## config.mk

```make
export PLATFORM = sky130hd
export DESIGN_NAME = buffer_gearbox
export DESIGN_NICKNAME = d
export VERILOG_FILES = /design/src/rtl/gearbox_pkg.sv /design/src/rtl/gearbox_accum.sv /design/src/rtl/buffer_gearbox.sv
export SDC_FILE = /design/constraint.sdc
export NUM_CORES = 1
export LEC_CHECK = 0
export CAP_MARGIN = 20
export CORE_MARGIN = 5
export CORE_UTILIZATION = 57
export CTS_BUF_LIST = sky130_fd_sc_hd__clkbuf_2 sky130_fd_sc_hd__clkbuf_4 sky130_fd_sc_hd__clkbuf_8
export DETAILED_ROUTE_END_ITERATION = 10
export PLACE_DENSITY_LB_ADDON = 0.2
export SYNTH_ARGS = -nofsm -noshare
export SYNTH_HDL_FRONTEND = slang
export SYNTH_SLANG_ARGS = --single-unit
```

## constraint.sdc

```tcl
create_clock -name clk_in -period 4.7 [get_ports clk_in]
set_clock_uncertainty 0.2 [all_clocks]
set_input_delay 0.47 -clock clk_in [delete_from_list [all_inputs] [get_ports clk_in]]
set_output_delay 0.47 -clock clk_in [all_outputs]
set_load 0.005 [all_outputs]
```

## src/rtl/gearbox_pkg.sv

```systemverilog
// Shared definitions for the width-converting shift buffer: beat
// classification and slice placement arithmetic.
package gearbox_pkg;

  // What an input cycle does to the accumulator.
  typedef enum logic [1:0] {
    BEAT_IDLE     = 2'd0,  // no slice accepted
    BEAT_STORE    = 2'd1,  // slice accepted, word still open
    BEAT_COMPLETE = 2'd2   // slice accepted and it closes the word
  } beat_e;

  // Bit offset of the least significant bit of slice number idx inside the
  // packed word. With reverse clear the first slice lands at the top of the
  // word; with reverse set it lands at the bottom.
  function automatic int unsigned slice_lsb(input int unsigned idx,
                                            input int unsigned input_size,
                                            input int unsigned buffer_size,
                                            input bit          reverse);
    if (reverse) begin
      return idx * input_size;
    end
    return buffer_size - (idx + 1) * input_size;
  endfunction

  // Width needed to hold a slice count from 0 up to and including slices.
  function automatic int unsigned cnt_width(input int unsigned slices);
    return $clog2(slices + 1);
  endfunction

endpackage

```

## src/rtl/gearbox_accum.sv

```systemverilog
// Accumulator for a partially filled word: stores the slices received so far,
// tracks how many there are, and presents the zero-padded candidate word that
// results from adding the slice currently on the input.
module gearbox_accum
  import gearbox_pkg::*;
#(
  parameter int unsigned BUFFER_SIZE = 8,
  parameter int unsigned INPUT_SIZE  = 2,
  parameter bit          REVERSE     = 1'b0,
  localparam int unsigned SLICES     = BUFFER_SIZE / INPUT_SIZE,
  localparam int unsigned CNT_W      = cnt_width(SLICES)
) (
  input  logic                   clk_in,
  input  logic                   rst_in,
  input  beat_e                  beat,
  input  logic [INPUT_SIZE-1:0]  s_data,
  output logic [BUFFER_SIZE-1:0] word,
  output logic [CNT_W-1:0]       cnt
);

  // Slices already received for the open word. The slot of the last slice is
  // never written here because that slice always completes the word.
  logic [BUFFER_SIZE-1:0] acc_q;
  logic [CNT_W-1:0]       cnt_q;
  logic [BUFFER_SIZE-1:0] placed;

  assign cnt = cnt_q;

  // Place the incoming slice at the position selected by the fill counter and
  // merge it with the stored slices; positions not yet filled stay zero.
  always_comb begin
    // NOTE: every signal written in always_comb gets a default first, so no
    // path leaves it unassigned and no latch is inferred.
    placed = '0;
    for (int unsigned i = 0; i < SLICES; i++) begin
      if (cnt_q == CNT_W'(i)) begin
        placed[slice_lsb(i, INPUT_SIZE, BUFFER_SIZE, REVERSE) +: INPUT_SIZE] = s_data;
      end
    end
    word = acc_q | placed;
  end

  // Grow the open word on a storing beat; start over after a completing beat.
  always_ff @(posedge clk_in) begin
    // NOTE: sequential state is written with non-blocking assignments so every
    // register updates from the values present before the clock edge.
    if (rst_in) begin
      // NOTE: the accumulator is a plain register, not a memory array, so it is
      // reset with the rest of the state; a discarded partial word must never
      // leak into the zero padding of the next word.
      acc_q <= '0;
      cnt_q <= '0;
    end else begin
      case (beat)
        BEAT_STORE: begin
          acc_q <= word;
          cnt_q <= cnt_q + CNT_W'(1);
        end
        BEAT_COMPLETE: begin
          acc_q <= '0;
          cnt_q <= '0;
        end
        default: begin
        end
      endcase
    end
  end

endmodule

```

## src/rtl/buffer_gearbox.sv

```systemverilog
// Handshaked width converter: packs narrow input slices into full-width words
// with backpressure, configurable slice order and partial-word flush on s_last.
module buffer_gearbox
  import gearbox_pkg::*;
#(
  parameter int unsigned BUFFER_SIZE = 8,
  parameter int unsigned INPUT_SIZE  = 2,
  parameter bit          REVERSE     = 1'b0,
  localparam int unsigned SLICES     = BUFFER_SIZE / INPUT_SIZE,
  localparam int unsigned CNT_W      = cnt_width(SLICES)
) (
  input  logic                   clk_in,
  input  logic                   rst_in,
  input  logic                   s_valid,
  output logic                   s_ready,
  input  logic [INPUT_SIZE-1:0]  s_data,
  input  logic                   s_last,
  output logic                   m_valid,
  input  logic                   m_ready,
  output logic [BUFFER_SIZE-1:0] m_data,
  output logic [CNT_W-1:0]       m_count,
  output logic                   m_last
);

  // Reject geometries where the word cannot be built from whole slices.
  if (INPUT_SIZE == 0) begin : g_bad_input_size
    $error("buffer_gearbox: INPUT_SIZE must be non-zero");
  end else if (BUFFER_SIZE == 0 || (BUFFER_SIZE % INPUT_SIZE) != 0) begin : g_bad_buffer_size
    $error("buffer_gearbox: BUFFER_SIZE must be a non-zero multiple of INPUT_SIZE");
  end

  logic                   accept;
  logic                   word_end;
  beat_e                  beat;
  logic [BUFFER_SIZE-1:0] cand_word;
  logic [CNT_W-1:0]       cnt;

  // The source may push whenever the output register is empty or is being
  // drained this cycle; this never looks at the input side.
  assign s_ready  = !m_valid || m_ready;
  assign accept   = s_valid && s_ready;
  assign word_end = (cnt == CNT_W'(SLICES - 1)) || s_last;

  // Classify this cycle for the accumulator and the output register.
  always_comb begin
    beat = BEAT_IDLE;
    if (accept) begin
      beat = word_end ? BEAT_COMPLETE : BEAT_STORE;
    end
  end

  gearbox_accum #(
    .BUFFER_SIZE(BUFFER_SIZE),
    .INPUT_SIZE (INPUT_SIZE),
    .REVERSE    (REVERSE)
  ) u_accum (
    .clk_in(clk_in),
    .rst_in(rst_in),
    .beat  (beat),
    .s_data(s_data),
    .word  (cand_word),
    .cnt   (cnt)
  );

  // Output holding register: load a finished word, otherwise hold it until it
  // is consumed. A load in the same cycle as a consume keeps m_valid high.
  always_ff @(posedge clk_in) begin
    if (rst_in) begin
      m_valid <= 1'b0;
      m_data  <= '0;
      m_count <= '0;
      m_last  <= 1'b0;
    end else if (beat == BEAT_COMPLETE) begin
      m_valid <= 1'b1;
      m_data  <= cand_word;
      m_count <= cnt + CNT_W'(1);
      m_last  <= s_last;
    end else if (m_valid && m_ready) begin
      m_valid <= 1'b0;
    end
  end

endmodule

```

==> results of run 1 <==
## area by class of cell
cell class,instances,area (um2)
timing repair buffer,20,200
clock buffer,3,22.5
tap,25,31.3
multi-input combinational,75,524
fill,131,460
inverter,7,33.8
sequential,24,480
clock inverter,1,30.0
## power by group through the flow
stage               registers, W  logic [W]  clock network [W]
CTS                     0.000220  0.0000677           0.000150
global route            0.000221  0.0000749           0.000160
finish                  0.000220  0.0000678           0.000149
floorplan               0.000224  0.0000399                  0
global placement        0.000224  0.0000652                  0
detailed placement      0.000224  0.0000669                  0
## metrics by stage
step,power [W],std cells,hold WS [ns]
after detailed placement,0.000291,151,0.262
after floorplan,0.000264,113,0.237
after global placement,0.000289,151,0.246
after global routing,0.000456,155,0.309
after CTS,0.000437,155,0.289
final,0.000436,155,0.285
## state kept, by name, indices dropped and copies added, names as in the netlist
register       cells
u_accum.cnt        3
m_last             1
m_valid            1
m_data             8
m_count            3
u_accum.acc_q      8
## synth_stat cells
master    instances  area (um2)
dfxtp_1          24         480
a31oi_1          15        93.8
nor2_1           12        45.0
a21oi_1           9        45.0
a211oi_1          8        60.1
and3b_1           6        52.6
ha_1              5        62.6
inv_1             5        18.8
nand3_1           4        20.0
o31ai_1           3        22.5
and3_1            2        12.5
buf_6             2        22.5
clkbuf_1          2        7.51
nand4_1           2        12.5
o21ai_0           2        10.0
a211oi_2          1        12.5
a311oi_1          1        8.76
buf_2             1        5.00
buf_4             1        7.51
buf_8             1        15.0
inv_2             1        3.75
inv_8             1        11.3
nor2_2            1        6.26
nor2b_4           1        13.8
nor3_4            1        16.3
o31ai_4           1        21.3
or2_4             1        8.76
## logic make-up (layout without fill, tap and decap cells)
group | Yosys count | in the layout | synth area share, %
simple gates | 30 | 30 | 17.1
buf+inv | 14 | 31 | 8.33
fa+ha+maj | 5 | 5 | 5.71
flops | 24 | 24 | 43.8
compound gates | 40 | 40 | 25.0
## worst register-to-register path: stages (launching register included)
cell and delay (ns):
dfxtp_1 0.37, ha_1 0.20, ha_1 0.25, nor2_2 0.28, o31ai_4 0.15, a311oi_1 0.27
## worst max-delay path by stage
stage | startpoint | endpoint | slack [ns] | cells past startpoint
finish | m_ready | s_ready | 2.17 | 4
CTS | m_ready | s_ready | 2.17 | 4
global placement | s_valid | u_accum.cnt[2]$_SDFFE_PP0P_ | 2.13 | 4
floorplan | u_accum.cnt[0]$_SDFFE_PP0P_ | m_data[4]$_SDFFE_PP0N_ | 3.03 | 6
global route | m_ready | s_ready | 2.13 | 4
detailed placement | s_valid | u_accum.cnt[2]$_SDFFE_PP0P_ | 2.05 | 4
## placed cells by master, fill, tap and decap left out
cell type	netlist	layout
dfxtp_1	24	24
ha_1	5	5
o21ai_0	2	2
or2_4	1	1
a211oi_2	1	1
and3_1	2	2
o31ai_1	3	3
and3b_1	6	6
clkbuf_4	0	3
a21oi_1	9	9
nor3_4	1	1
bufinv_16	0	1
inv_1	5	5
clkdlybuf4s50_1	0	20
a31oi_1	15	15
a211oi_1	8	8
nor2_2	1	1
nor2_1	12	12
a311oi_1	1	1
inv_2	1	1
nor2b_4	1	1
inv_8	1	1
nand4_1	2	2
o31ai_4	1	1
nand3_1	4	4
## routing by layer
metal,share of wire (%),up-vias,wire (um)
met1,45,435,1080
met5,0,-,0
li1,-,452,-
met2,45,43,1080
met3,7.1,12,172
met4,3.5,0,84
==> metrics.cfg, run 1 <==
[clock_network]
clk_pin_slew_worst_paths_ns=0.14
cts_setup_buffers=0
htree_levels=1
cts_hold_buf=0
cts_tree=built
clock_latency_ns=0.32
clockRootBuffer=clkbuf_4
cts-resized-gates=0
clockBufferDepth=2
cts_sinks=24
cts_buffers=3

[worst_setup_path]
cp_top_family=buffers and inverters
cpPeakStageDelay_ns=0.47
critPathSlowestCell=clkdlybuf4s50_1
start_kind=input pin
endpoint_kind=primary output
path_cells=clkdlybuf4s50_1 > nor2b_4 > inv_8 > clkdlybuf4s50_1
r2r_setup_slack_ns=2.90
crit_required_ns=4.03
reg2regPathDepth=5
path_max_fanout=25
cp.arrival_ns=1.86
path_buf_inv=3
reg2reg_to=u_accum.cnt[2]$_SDFFE_PP0P_
cp_common_cell=clkdlybuf4s50_1
r2r_start=u_accum.cnt[1]$_SDFFE_PP0P_
worstSetupPathType=input pin to primary output

[placed_design]
dpl_cell_area_um2=1270
hpwl_um=1630
gp_congestion=0.828
port_buffers=20
place_ws_ns=2.05

[finish]
fin_area_um2=1320
antenna_cells=0
drive_above_1_share_pct=9.23
utilization_pct=74.2
syn2layout_area_growth_pct=20.7
nets=143

[worst_hold_path]
hold_path_class=register to register
min_path_cells=2
min_to=m_count[1]$_SDFFE_PP0N_
min_from=m_count[1]$_SDFFE_PP0N_

[route]
post_drt_wl_per_cell_um=15.6
firstDrtPassIters=6
first_iter_violations=29
vias_per_cell=6.08
drcViolationCount=0
ant_nets=0
routed_wl_um=2410
vias=942

[yosys]
synth-seq-cells=24
ys_seq_area_share_pct=43.8
syn_area_um2=1100
synthesis.nets=125
syn-mean-instance-area_um2=9.70
yosys_warnings=0
netlist_instances=113
ys_types=27

[die]
row_count=15
die_x_um=53.9
core-area_um2=1780
pin_count=21
initial_utilization_pct=61.5
die-area_um2=2900
die_h_um=53.9

[global_route]
busiest_layer=met2
grt_pass1_wl_um=3990
use_met3_pct=3.05
grt_pass1_vias=882
grt_usage_pct=19.3
grt_antenna_before_repair=0
gr-total-overflow=0
grt_use_met2_pct=28.0
gr-usage-met1_pct=25.6
grt_max_degree=26

[power_and_ir_drop]
clock_power_share_pct=34.1
power.leakage_nw=0.488
netSwitchingFraction_pct=23.6
powerDensity_nw_per_um2=330
p_int_w=0.000333
power_switching_w=0.000103
p_comb_share_pct=15.5
seqPwrFrac_pct=50.4
ir_worst_vdd_uv=296

[sta]
period_needed_ns=2.53
hold_viol_final=0
setup_violations=0
setup_tns_ns=0
fin_crit_sh_pct=53.9
rsz0062_at_grt=false
worst_pin_slew_ns=0.841
slew_viol_final=0
slew_headroom_pct=43.7
setup_ws_ns=2.17
max_freq_ghz=0.395

[run_status]
status=finished, final reports clean

[flow_run]
max-cap-violations=0

Power figures use the tool's default switching activity.
==> run 2: changes to the inputs <==
--- a/config.mk
+++ b/config.mk
@@ -7,7 +7,7 @@
 export LEC_CHECK = 0
 export CAP_MARGIN = 20
 export CORE_MARGIN = 5
-export CORE_UTILIZATION = 57
+export CORE_UTILIZATION = 47
 export CTS_BUF_LIST = sky130_fd_sc_hd__clkbuf_2 sky130_fd_sc_hd__clkbuf_4 sky130_fd_sc_hd__clkbuf_8
 export DETAILED_ROUTE_END_ITERATION = 10
 export PLACE_DENSITY_LB_ADDON = 0.2
==> constraint.sdc (replaced) <==
create_clock -name clk_in -period 2.1 [get_ports clk_in]
set_clock_uncertainty 0.2 [all_clocks]
set_input_delay 0.21 -clock clk_in [delete_from_list [all_inputs] [get_ports clk_in]]
set_output_delay 0.21 -clock clk_in [all_outputs]
set_load 0.005 [all_outputs]
==> metrics.cfg, run 2 (synthesis gave the netlist of run 1 again) <==
[run_status]
status=finished, final reports clean

[worst_setup_path]
path_max_fanout=25
cp.arrival_ns=1.43
crit_required_ns=1.69
worstSetupPathType=input pin to primary output
endpoint_kind=primary output
start_kind=input pin

[power_and_ir_drop]
power_switching_w=0.000228
power.total_w=0.000977
power.leakage_nw=0.503
p_int_w=0.000749
clock_power_share_pct=33.9
ir_worst_vdd_uv=528
powerDensity_nw_per_um2=724
netSwitchingFraction_pct=23.3
seqPwrFrac_pct=50.3
p_comb_share_pct=15.8

[die]
initial_utilization_pct=49.5
pin_count=21
die_x_um=58.3
core-area_um2=2210
die-area_um2=3400
row_count=17
die_h_um=58.3

[sta]
setup_ws_ns=0.256
period_needed_ns=1.84
max_freq_ghz=0.542
fin_crit_sh_pct=87.8
slew_viol_final=0
rsz0062_at_grt=false
setup_violations=0
setup_tns_ns=0
hold_ws_ns=0.280
hold_viol_final=0
worst_pin_slew_ns=0.439
slew_headroom_pct=70.8

[placed_design]
port_buffers=20
gp_congestion=0.802
hpwl_um=1610
place_ws_ns=0.246

[clock_network]
clock_latency_ns=0.31
cts_tree=built
cts_hold_buf=0
cts_buffers=3
htree_levels=1
cts_setup_buffers=0
clockRootBuffer=clkbuf_4
clk_pin_slew_worst_paths_ns=0.13
cts_sinks=24
clockBufferDepth=2
cts-resized-gates=0

[route]
post_drt_wl_per_cell_um=14.3
first_iter_violations=23
vias_per_cell=5.73
firstDrtPassIters=4
ant_nets=0
routed_wl_um=2300
vias=922
drcViolationCount=0

[worst_hold_path]
hold_path_class=register to register

[global_route]
grt_pass1_vias=866
grt_antenna_before_repair=0
gr-total-overflow=0
grt_pass1_wl_um=4040
grt_usage_pct=15.1
grt_max_degree=26

[finish]
drive_above_1_share_pct=11.3
nets=146
top_regs=m_data x8, u_accum.acc_q x8
final_cell_mix=24 x dfxtp_1, 20 x clkdlybuf4s50_1, 15 x a31oi_1
final_common_cell=dfxtp_1
syn2layout_area_growth_pct=23.1
antenna_cells=0

[flow_run]
max-cap-violations=0

-- run 2: changes by cell type in the layout (fill, tap and decap cells not counted) --
cell | before | now
buf_4 | 0 | 3
-- run 2: cell type report --
cell class                      instances  area (um2)
Sequential cell                        24         480
Fill cell                             199         863
Inverter                                7        33.8
Clock buffer                            3        22.5
Timing Repair Buffer                   23         223
Multi-Input combinational cell         75         524
Clock inverter                          1        30.0
Tap cell                               28        35.0
-- run 2: path summary, 6_finish.rpt --
path	depth (start not counted)	from	to	slack, ns
max	4	m_ready	s_ready	0.26
min	2	m_last$_SDFFE_PP0N_	m_last$_SDFFE_PP0N_	0.28
min reg2reg	2	m_last$_SDFFE_PP0N_	m_last$_SDFFE_PP0N_	0.28
max reg2reg	5	u_accum.cnt[0]$_SDFFE_PP0P_	u_accum.cnt[2]$_SDFFE_PP0P_	0.35
-- run 2: critical path, cell delays in order --
cell and delay [ns]:
clkdlybuf4s50_1 0.50, nor2b_4 0.07, inv_8 0.13, clkdlybuf4s50_1 0.52
-- run 2: power by group through the flow --
stage / Sequential (W) / Clock, W / Combinational, W
floorplan: 0.000502 / 0 / 0.0000892
global placement: 0.000501 / 0 / 0.000152
detailed placement: 0.000502 / 0 / 0.000154
CTS: 0.000492 / 0.000341 / 0.000155
global route: 0.000495 / 0.000365 / 0.000170
finish: 0.000491 / 0.000332 / 0.000154
-- run 2: layer usage --
layer  GRT usage (%)  wire length (um)  vias to the layer above
met5               0                 0                        -
met4            6.95                38                        0
met3            2.41               165                        4
met2            23.0              1050                       32
met1            20.9              1050                      427
li1                -                 -                      459
-- run 2: stage by stage --
step / cell area [um2] / utilization, % / std cells
final: 1350 / 61.0 / 161
after global routing: 1350 / 61.0 / 161
after CTS: 1350 / 61.0 / 161
after detailed placement: 1300 / 58.6 / 157
after global placement: 1300 / 58.6 / 157
after floorplan: 1100 / - / 113
